===== src/rtl/seg_scan_decoder_pkg.sv =====
// Shared constants for the multiplexed 7-segment scan decoder: segment
// patterns (abcdefg, 1 = lit), special digit codes and FSM encoding.
package seg_scan_decoder_pkg;

  localparam int NUM_DIGITS = 5;

  localparam logic [6:0] SEG_0     = 7'b1111110;
  localparam logic [6:0] SEG_1     = 7'b0110000;
  localparam logic [6:0] SEG_2     = 7'b1101101;
  localparam logic [6:0] SEG_3     = 7'b1111001;
  localparam logic [6:0] SEG_4     = 7'b0110011;
  localparam logic [6:0] SEG_5     = 7'b1011011;
  localparam logic [6:0] SEG_6     = 7'b1011111;
  localparam logic [6:0] SEG_7     = 7'b1110000;
  localparam logic [6:0] SEG_8     = 7'b1111111;
  localparam logic [6:0] SEG_9     = 7'b1111011;
  localparam logic [6:0] SEG_BLANK = 7'b0000000;

  localparam logic [3:0] DIGIT_BLANK = 4'hF;
  localparam logic [3:0] DIGIT_BAD   = 4'hE;

  typedef enum logic {
    ST_SETTLING = 1'b0,
    ST_HOLD     = 1'b1
  } scan_state_t;

endpackage


===== src/rtl/seg_scan_decoder_seg7_decode.sv =====
// Combinational inverse of the display digit encoder: abcdefg pattern to
// BCD value. Only exact table matches are valid.
module seg7_decode
  import seg_scan_decoder_pkg::*;
(
  input  logic [6:0] pattern,
  output logic [3:0] value,
  output logic       valid
);

  always_comb begin
    value = DIGIT_BAD;
    valid = 1'b1;
    case (pattern)
      SEG_0:     value = 4'd0;
      SEG_1:     value = 4'd1;
      SEG_2:     value = 4'd2;
      SEG_3:     value = 4'd3;
      SEG_4:     value = 4'd4;
      SEG_5:     value = 4'd5;
      SEG_6:     value = 4'd6;
      SEG_7:     value = 4'd7;
      SEG_8:     value = 4'd8;
      SEG_9:     value = 4'd9;
      SEG_BLANK: value = DIGIT_BLANK;
      default: begin
        value = DIGIT_BAD;
        valid = 1'b0;
      end
    endcase
  end

endmodule


===== src/rtl/seg_scan_decoder.sv =====
// Samples a multiplexed 5-digit 7-segment display, captures each stable
// digit selection once, and publishes whole frames with a one-cycle pulse.
module seg_scan_decoder
  import seg_scan_decoder_pkg::*;
#(
  parameter int SETTLE_CYCLES  = 16,
  parameter int TIMEOUT_CYCLES = 1_000_000,
  parameter bit CAT_ACTIVE_LOW = 1'b0,
  parameter bit SEG_ACTIVE_LOW = 1'b0
) (
  input  logic        clk,
  input  logic        reset_n,
  input  logic [7:0]  segments,
  input  logic [4:0]  cathodes,
  output logic [19:0] digits,
  output logic [4:0]  dp,
  output logic        frame_valid,
  output logic        decode_err,
  output logic        no_signal
);

  localparam logic [7:0] SETTLE_LAST = 8'(SETTLE_CYCLES - 1);
  localparam int         TO_W        = (TIMEOUT_CYCLES > 2) ? $clog2(TIMEOUT_CYCLES) : 1;
  localparam logic [TO_W-1:0] TO_LAST = TO_W'(TIMEOUT_CYCLES - 1);

  logic [12:0] sync1, sync2, pat, prev;
  logic [7:0]  settle_cnt;
  logic        changed, settled;
  scan_state_t state, state_next;
  logic        fire, one_hot, multi_hot, capture;
  logic [4:0]  sel;
  logic [7:0]  seg_in;
  logic [3:0]  dec_value;
  logic        dec_valid;
  logic [19:0] stage_digits;
  logic [4:0]  stage_dp;
  logic [4:0]  seen;
  logic [TO_W-1:0] to_cnt;

  // Both buses are asynchronous to clk; polarity is normalised after the
  // synchroniser so everything downstream treats 1 as selected / lit.
  always_ff @(posedge clk) begin
    if (!reset_n) begin
      sync1 <= '0;
      sync2 <= '0;
      prev  <= '0;
    end else begin
      sync1 <= {segments, cathodes};
      sync2 <= sync1;
      prev  <= pat;
    end
  end

  assign pat     = {sync2[12:5] ^ {8{SEG_ACTIVE_LOW}}, sync2[4:0] ^ {5{CAT_ACTIVE_LOW}}};
  assign changed = (pat != prev);
  assign settled = !changed && (settle_cnt == SETTLE_LAST);
  assign seg_in  = pat[12:5];
  assign sel     = pat[4:0];

  always_ff @(posedge clk) begin
    if (!reset_n)               settle_cnt <= '0;
    else if (changed)           settle_cnt <= '0;
    else if (settle_cnt != 8'hFF) settle_cnt <= settle_cnt + 8'd1;
  end

  always_ff @(posedge clk) begin
    if (!reset_n) state <= ST_SETTLING;
    else          state <= state_next;
  end

  always_comb begin
    state_next = state;
    case (state)
      ST_SETTLING: if (settled) state_next = ST_HOLD;
      ST_HOLD:     if (changed) state_next = ST_SETTLING;
      default:     state_next = ST_SETTLING;
    endcase
  end

  // Capture fires only on the SETTLING -> HOLD edge: once per stable interval.
  always_comb begin
    fire      = (state == ST_SETTLING) && settled;
    one_hot   = $onehot(sel);
    multi_hot = (sel != 5'b0) && !one_hot;
    capture   = fire && one_hot;
  end

  seg7_decode u_decode (
    .pattern (seg_in[7:1]),
    .value   (dec_value),
    .valid   (dec_valid)
  );

  always_ff @(posedge clk) begin
    if (!reset_n) begin
      stage_digits <= '0;
      stage_dp     <= '0;
      seen         <= '0;
      to_cnt       <= '0;
      digits       <= '0;
      dp           <= '0;
      frame_valid  <= 1'b0;
      decode_err   <= 1'b0;
      no_signal    <= 1'b1;
    end else begin
      frame_valid <= 1'b0;
      decode_err  <= fire && (multi_hot || (one_hot && !dec_valid));
      if (capture) begin
        for (int i = 0; i < NUM_DIGITS; i++) begin
          if (sel[i]) begin
            stage_digits[4*i +: 4] <= dec_value;
            stage_dp[i]            <= seg_in[0];
          end
        end
        seen      <= seen | sel;
        to_cnt    <= '0;
        no_signal <= 1'b0;
      end else begin
        // A completed frame is always published the cycle after its last
        // capture, so it can never coincide with a timeout expiry.
        if (seen == 5'b11111) begin
          digits      <= stage_digits;
          dp          <= stage_dp;
          frame_valid <= 1'b1;
          seen        <= '0;
        end else if (to_cnt == TO_LAST) begin
          no_signal <= 1'b1;
          seen      <= '0;
        end
        if (to_cnt != TO_LAST) to_cnt <= to_cnt + 1'b1;
      end
    end
  end

endmodule


===== config.mk =====
export PLATFORM = sky130hd
export DESIGN_NAME = seg_scan_decoder
export DESIGN_NICKNAME = d
export VERILOG_FILES = /design/src/rtl/seg_scan_decoder_pkg.sv /design/src/rtl/seg_scan_decoder_seg7_decode.sv /design/src/rtl/seg_scan_decoder.sv
export SDC_FILE = /design/constraint.sdc
export NUM_CORES = 1
export LEC_CHECK = 0
export ABC_CLOCK_PERIOD_IN_PS = 3200
export CORE_MARGIN = 4
export CORE_UTILIZATION = 25
export CTS_BUF_LIST = sky130_fd_sc_hd__clkbuf_4
export DETAILED_ROUTE_END_ITERATION = 10
export SYNTH_ARGS = -nofsm -noshare
export SYNTH_HDL_FRONTEND = slang
export SYNTH_SLANG_ARGS = --single-unit

===== constraint.sdc =====
create_clock -name clk -period 3.2 [get_ports clk]
set_input_delay 0.48 -clock clk [delete_from_list [all_inputs] [get_ports clk]]
set_output_delay 0.48 -clock clk [all_outputs]
set_load 0.02 [all_outputs]

==> results of run 1 <==
## stage by stage
step	area, um2	setup slack (ns)	cells	total power, W	hold WS (ns)
detailed placement	6190	0.219	895	0.00183	0.418
floorplan	5520	0.352	601	0.00178	0.412
global placement	6190	0.312	895	0.00183	0.414
finish	6500	0.221	926	0.00301	0.417
global route	6500	0.0243	926	0.00314	0.399
CTS	6500	0.199	926	0.00305	0.366
## worst max-delay path, stage by stage (launching register included)
cell	delay [ns]
dfxtp_1	0.35
inv_1	0.08
fa_1	0.51
fa_1	0.37
inv_1	0.06
ha_1	0.22
nor3_1	0.39
nor3b_4	0.30
buf_12	0.25
a31oi_1	0.22
nor2_1	0.15
## cell families after synthesis
| logic type | Yosys count | share of synthesized area, % |
|---|---|---|
| AOI/OAI and AO/OA | 63 | 8.57 |
| xor gates and xnor gates | 31 | 4.92 |
| buffers and inverters | 52 | 5.03 |
| muxes | 28 | 5.08 |
| adders and majority gates | 6 | 1.63 |
| and+or+nand+nor | 295 | 29.1 |
| DFF | 126 | 45.7 |
## flip-flops by register name, summed over array words and instances (netlist names)
signal and count:
dp 5, seen 5, sync1 13, to_cnt 20, digits 20, settle_cnt 8
state 1, pat 13, prev 13, decode_err 1, stage_dp 5, no_signal 1
stage_digits 20, frame_valid 1
## final cells by class
type | count | area [um2]
Timing Repair Buffer | 56 | 548
Multi-Input combinational cell | 423 | 2730
Inverter | 10 | 37.5
Clock buffer | 19 | 143
Tap cell | 280 | 350
Clock inverter | 12 | 170
Sequential cell | 126 | 2520
Fill cell | 2344 | 15300
## power by group through the flow
stage	logic (W)	registers (W)	clock network, W
2_1_floorplan	0.000137	0.00164	0
3_3_place_gp	0.000179	0.00165	0
3_5_place_dp	0.000180	0.00165	0
4_1_cts	0.000181	0.00161	0.00126
5_1_grt	0.000197	0.00162	0.00133
6_report	0.000178	0.00161	0.00122
## cells in the mapped netlist, types with 3 or more instances
cell      number  area (um2)
nor3_1        11        55.1
and3_1         6        37.5
a41oi_1        6        52.6
nand3_4        5        87.6
o21ai_0        5        25.0
xnor2_1        5        43.8
buf_6          4        45.0
ha_1           4        50.1
nor4b_1        4        35.0
nor2_1        63         236
and2_1        38         238
a211oi_1       3        22.5
a31oi_1        5        31.3
nor4_2         3        37.5
mux2i_1       28         280
xor2_1        26         228
clkbuf_1      25        93.8
nand2_1       69         259
dfxtp_1      126        2520
nor2b_1        3        18.8
and4_1         4        35.0
a32oi_1       26         228
nand2b_1       3        18.8
nand4_1       33         206
buf_4          5        37.5
inv_1         10        37.5
buf_2          5        25.0
a21oi_1        9        45.0
nand3_1       38         190
## cells in the final DEF, fill, tap and decap left out, types with 10 or more instances in the layout
master,netlist,final
buf_4,5,13
inv_1,10,10
clkbuf_4,0,19
a32oi_1,26,26
nand4_1,33,33
nor3_1,11,11
nand3_1,38,37
mux2i_1,28,28
nand2_1,69,69
dfxtp_1,126,126
nor2_1,63,63
and2_1,38,38
clkdlybuf4s50_1,0,41
xor2_1,26,26
## layer usage
metal	up-vias	wire [um]
li1	2197	-
met1	2006	6080
met2	67	5660
met3	11	452
met4	0	115
met5	-	0
## how the worst min path moves through the flow
stage,startpoint,to,slack (ns),cells past startpoint
CTS,reset_n,no_signal,0.37,2
floorplan,sync1[0],pat[0],0.41,1
detailed placement,sync1[9],pat[9],0.42,1
finish,reset_n,no_signal,0.42,2
global route,reset_n,no_signal,0.40,2
global placement,sync1[7],pat[7],0.41,1
==> impl_metrics.yaml, run 1 <==
setup_path:
  cp.arrival_ns: 3.41
  critPathCapture: "seen[4]"
  setup.worst_path.end_class: "flip-flop"
  worst-r2r-setup-slack_ns: 0.22
  r2r_cells: 10
  cp-start-kind: "flip-flop"
  critical_path_class: "flip-flop to flip-flop"
  rr_endpoint: "seen[4]"
  timing.critical_path.from: "pat[0]"
  crit_path_max_fanout: 36
  worstPathRequired_ns: 3.63
  r2r-start: "pat[0]"
floorplan:
  fp.dieH_um: 157
  ios: 43
  die_w_um: 157
  std_cell_rows: 54
  design.core.area_um2: 21800
  start_util_pct: 25.4
  design.die.area_um2: 24500
global_routing:
  most_used_routing_layer_in_global_routing: "met2"
  grt_overflow: 0
  antenna_violations_before_repair: 0
  first_global_vias: 4035
  use_met1_pct: 14.3
  globalRouteMet3Util_pct: 2.71
  track_usage_pct: 10.3
  grt_pass1_wl_mm: 20.6
  met2_resource_use_gr_pct: 15.9
  pin_count_of_the_biggest_net_entering_global_routing: 56
clock_network:
  cts_hold_repair.buffers: 0
  postCtsSetupRepairBufs: 0
  clock_tree.buffer_depth: 2
  clock_tree_from_tritoncts: "done"
  clk_root_buffer_cell: "clkbuf_4"
  h-tree-depth: 4
  cts_buffer_count: 17
  cts_num_sinks: 126
  path_clk_slew_ns: 0.12
  cts_resized: 0
  worst_skew_pair.late_latency_ns: 0.51
logic_synthesis:
  async_reset_ff_share_pct: 0
  synth_cell_types: 55
  syn_nets: 622
  yosysSeqAreaShare_pct: 45.7
  syn-instance-count: 601
  most_used_flip_flop_cell_after_synthesis: "dfxtp_1"
  mean_area_per_synthesized_cell_um2: 9.19
  yosysWarnings: 0
  synth_seq_cells: 126
  synth_edf_count: 0
  post_synthesis_instance_area_um2: 5520
timing:
  timing.max_slew.rel_slack_pct: 55.4
  final_period_minus_worst_setup_slack_ns: 2.98
  highest_attainable_clock_frequency_ghz: 0.336
  rsz0062_at_grt: "false"
  min_period_over_period_pct: 93.1
  final-hold-violation-count: 0
  report.final.slew_viol_count: 0
  fin_tns_setup_ns: 0
  setup-violations-final: 0
  finalClockSkew_ns: 0.0175
  worst-slew-pin-transition_ns: 0.667
cells_and_area:
  finalCoreUtilization_pct: 29.9
  layout-area-overhead-vs-synth_pct: 17.8
  finish.net_count: 655
  diodes: 0
  final_layout_size_suffix_gt1_share_pct: 9.60
placement:
  placed_wire_length_estimate_after_detailed_placement_mm: 8.15
  finalWeightedCongestion: 0.777
  portBuffers: 42
power_and_ir_drop:
  sw_frac_of_total_pct: 23.8
  internal_power_w: 0.00229
  combinationalPowerShare_pct: 5.9
  power.share.clock_pct: 40.5
  total_leakage_power_nw: 2.53
  netSwitchingPower_w: 0.000718
  share_seq_of_total_power_pct: 53.6
  power-per-cell-area_nw_per_um2: 463
  worst_ir_drop_vdd_uv: 221
drt:
  antenna_violating_nets_post_route: 0
  post_drt_via_cell_ratio: 4.62
  finalWirelength_mm: 12.3
  route.detailed.drc: 0
  drtIter0Drc: 236
  first_pass_iters: 4
  drt-wirelength-per-cell_um: 13.3
  detailroute.via_count: 4281
outcome:
  outcome: "finished, final reports clean"
flow_run:
  drv_cap: 0
hold_path:
  min-delay-path-class: "input port to flip-flop"
Note: power is estimated with default switching activity, not from simulation.
==> inputs of run 2 (changes only) <==
--- a/config.mk
+++ b/config.mk
@@ -7,7 +7,7 @@
 export LEC_CHECK = 0
 export ABC_CLOCK_PERIOD_IN_PS = 3200
 export CORE_MARGIN = 4
-export CORE_UTILIZATION = 25
+export CORE_UTILIZATION = 40
 export CTS_BUF_LIST = sky130_fd_sc_hd__clkbuf_4
 export DETAILED_ROUTE_END_ITERATION = 10
 export SYNTH_ARGS = -nofsm -noshare
==> run 2 against run 1 <==
Net effect: flip-flop and latch count is the same; utilization up 17 points; power decreased by 5.4%; combinational power down 4%; wire length is 3.9% lower; critical path depth is the same; largest cell class unchanged; clock-buffer cell count shrank 1; sequential share of layout area rose by 1.2 points; sequential power about the same.
==> impl_metrics.yaml, run 2 (synthesis gave the netlist of run 1 again) <==
drt:
  route.detailed.drc: 0
  post_drt_via_cell_ratio: 5.44
  antenna_violating_nets_post_route: 0
  drtIter0Drc: 231
  detailroute.via_count: 4462
  first_pass_iters: 5
  drt-wirelength-per-cell_um: 14.4
  finalWirelength_mm: 11.8
timing:
  rsz0062_at_grt: "false"
  setup-violations-final: 0
  report.final.slew_viol_count: 0
  fin_hold_ws_ns: 0.438
  final-hold-violation-count: 0
  highest_attainable_clock_frequency_ghz: 0.332
  final_period_minus_worst_setup_slack_ns: 3.01
  worst-slew-pin-transition_ns: 0.723
  fin_tns_setup_ns: 0
  timing.max_slew.rel_slack_pct: 51.3
  finalClockSkew_ns: 0.0163
  min_period_over_period_pct: 94.2
cells_and_area:
  layout-area-overhead-vs-synth_pct: 14.3
  multi_input_combinational_cell_area_um2: 2730
  nFillCells: 1293
  finish.net_count: 653
  layout_commonest_cell: "dfxtp_1"
  biggestRegsByFlops: "digits x20, stage_digits x20, to_cnt x20"
  final_layout_size_suffix_gt1_share_pct: 9.63
  diodes: 0
  layout.area.seq_um2: 2520
  finish.instance_area_um2: 6310
  mostFrequentLayoutCells: "dfxtp_1, nand2_1, nor2_1"
setup_path:
  cpMaxStageDelayCell: "fa_1"
  crit_path_max_fanout: 36
  worstPathRequired_ns: 3.55
  cp_slowest_stage_delay_ns: 0.50
  cp-start-kind: "flip-flop"
  worst-r2r-setup-slack_ns: 0.19
  r2r_cells: 10
  rr_endpoint: "stage_digits[19]"
  worst-path-buf-inv: 3
  critical_path_class: "flip-flop to flip-flop"
  timing.critical_path.cells: "inv_1, fa_1, fa_1, inv_1, ha_1, nor3_1, nor3b_4, buf_12, nand3_4, mux2i_1"
  r2r-start: "pat[0]"
  cp_top_family: "adder cells"
  setup.worst_path.end_class: "flip-flop"
  cp.arrival_ns: 3.37
outcome:
  outcome: "finished, final reports clean"
clock_network:
  path_clk_slew_ns: 0.11
  cts_resized: 0
  clk_root_buffer_cell: "clkbuf_4"
  worst_skew_pair.late_latency_ns: 0.50
  cts_hold_repair.buffers: 0
  clock_tree_from_tritoncts: "done"
  cts_num_sinks: 126
  postCtsSetupRepairBufs: 0
  clock_tree.buffer_depth: 2
  cts_buffer_count: 17
  h-tree-depth: 4
floorplan:
  design.die.area_um2: 15700
  start_util_pct: 41.2
  design.core.area_um2: 13400
  ios: 43
  fp.dieH_um: 125
  std_cell_rows: 42
  die_w_um: 125
placement:
  portBuffers: 42
  placed_wire_length_estimate_after_detailed_placement_mm: 7.92
  dpl_cell_area_um2: 6030
  finalWeightedCongestion: 0.805
power_and_ir_drop:
  power.total_w: 0.00285
  worst_ir_drop_vdd_uv: 304
  total_leakage_power_nw: 2.48
  power-per-cell-area_nw_per_um2: 451
global_routing:
  track_usage_pct: 15.8
  first_global_vias: 4442
  pin_count_of_the_biggest_net_entering_global_routing: 65
  grt_pass1_wl_mm: 21.0
  use_met1_pct: 19.9
  antenna_violations_before_repair: 0
  globalRouteMet3Util_pct: 4.05
  met2_resource_use_gr_pct: 26.6
  grt_overflow: 0
  most_used_routing_layer_in_global_routing: "met2"
hold_path:
  holdPathStages: 1
  hold_path_end: "pat[2]"
  min-delay-path-class: "flip-flop to flip-flop"
  worst_hold_startpoint: "sync1[2]"
flow_run:
  drv_cap: 0
run 2: changes by cell type in the layout (fill, tap and decap cells not counted):
| cell | previous run | this run |
|---|---|---|
| clkinvlp_4 | 2 | 6 |
| bufinv_16 | 4 | 2 |
| clkinv_1 | 2 | 0 |
| clkinv_4 | 2 | 4 |
| buf_12 | 2 | 1 |
| buf_4 | 13 | 12 |
| clkbuf_4 | 19 | 18 |
| clkinv_2 | 2 | 1 |
run 2: worst max path at each step:
stage                 from                to  depth (start not counted)
floorplan           pat[0]         to_cnt[6]                         10
global placement    pat[0]  stage_digits[11]                         10
detailed placement  pat[0]  stage_digits[19]                         10
CTS                 pat[0]  stage_digits[19]                         10
global route        pat[0]  stage_digits[19]                         10
finish              pat[0]  stage_digits[19]                         10
run 2: cell type report:
cell class,count,share of cell area [%]
Multi-Input combinational cell,423,43.3
Clock inverter,13,2.30
Sequential cell,126,40.0
Clock buffer,18,2.14
Tap cell,176,3.49
Inverter,10,0.595
Timing Repair Buffer,54,8.25
run 2: where the power goes:
group	total (W)	switching, W	internal, W	leakage (nW)
Sequential	0.00161	0.0000223	0.00159	1.02
Combinational	0.000170	0.000102	0.0000681	1.33
Clock	0.00106	0.000596	0.000469	0.132
run 2: per-layer routing:
metal	vias up	wire, um
met5	-	0
met4	0	104
met3	10	488
met2	103	5770
met1	2146	5470
li1	2203	-
run 2: worst register-to-register path, delay by kind of cell, from the launching register on:
family / cells / cell delay (ns)
buf+inv: 3 / 0.38
fa+ha+maj: 3 / 1.11
simple gates: 3 / 0.88
flops: 1 / 0.35
mux: 1 / 0.16
run 2: through the flow:
| stage | instances | utilization, % | worst slack [ns] |
|---|---|---|---|
| floorplan | 601 | - | 0.352 |
| global placement | 789 | 45.0 | 0.323 |
| detailed placement | 789 | 45.0 | 0.193 |
| CTS | 820 | 47.1 | 0.174 |
| global route | 820 | 47.1 | 0.0127 |
| finish | 820 | 47.1 | 0.185 |
==> inputs of run 3 (changes only) <==
--- a/config.mk
+++ b/config.mk
@@ -10,6 +10,7 @@
 export CORE_UTILIZATION = 40
 export CTS_BUF_LIST = sky130_fd_sc_hd__clkbuf_4
 export DETAILED_ROUTE_END_ITERATION = 10
+export SLEW_MARGIN = 20
 export SYNTH_ARGS = -nofsm -noshare
 export SYNTH_HDL_FRONTEND = slang
 export SYNTH_SLANG_ARGS = --single-unit
==> results of run 3 <==
No change in the layout: final DEF, timing and power equal those of run 2.
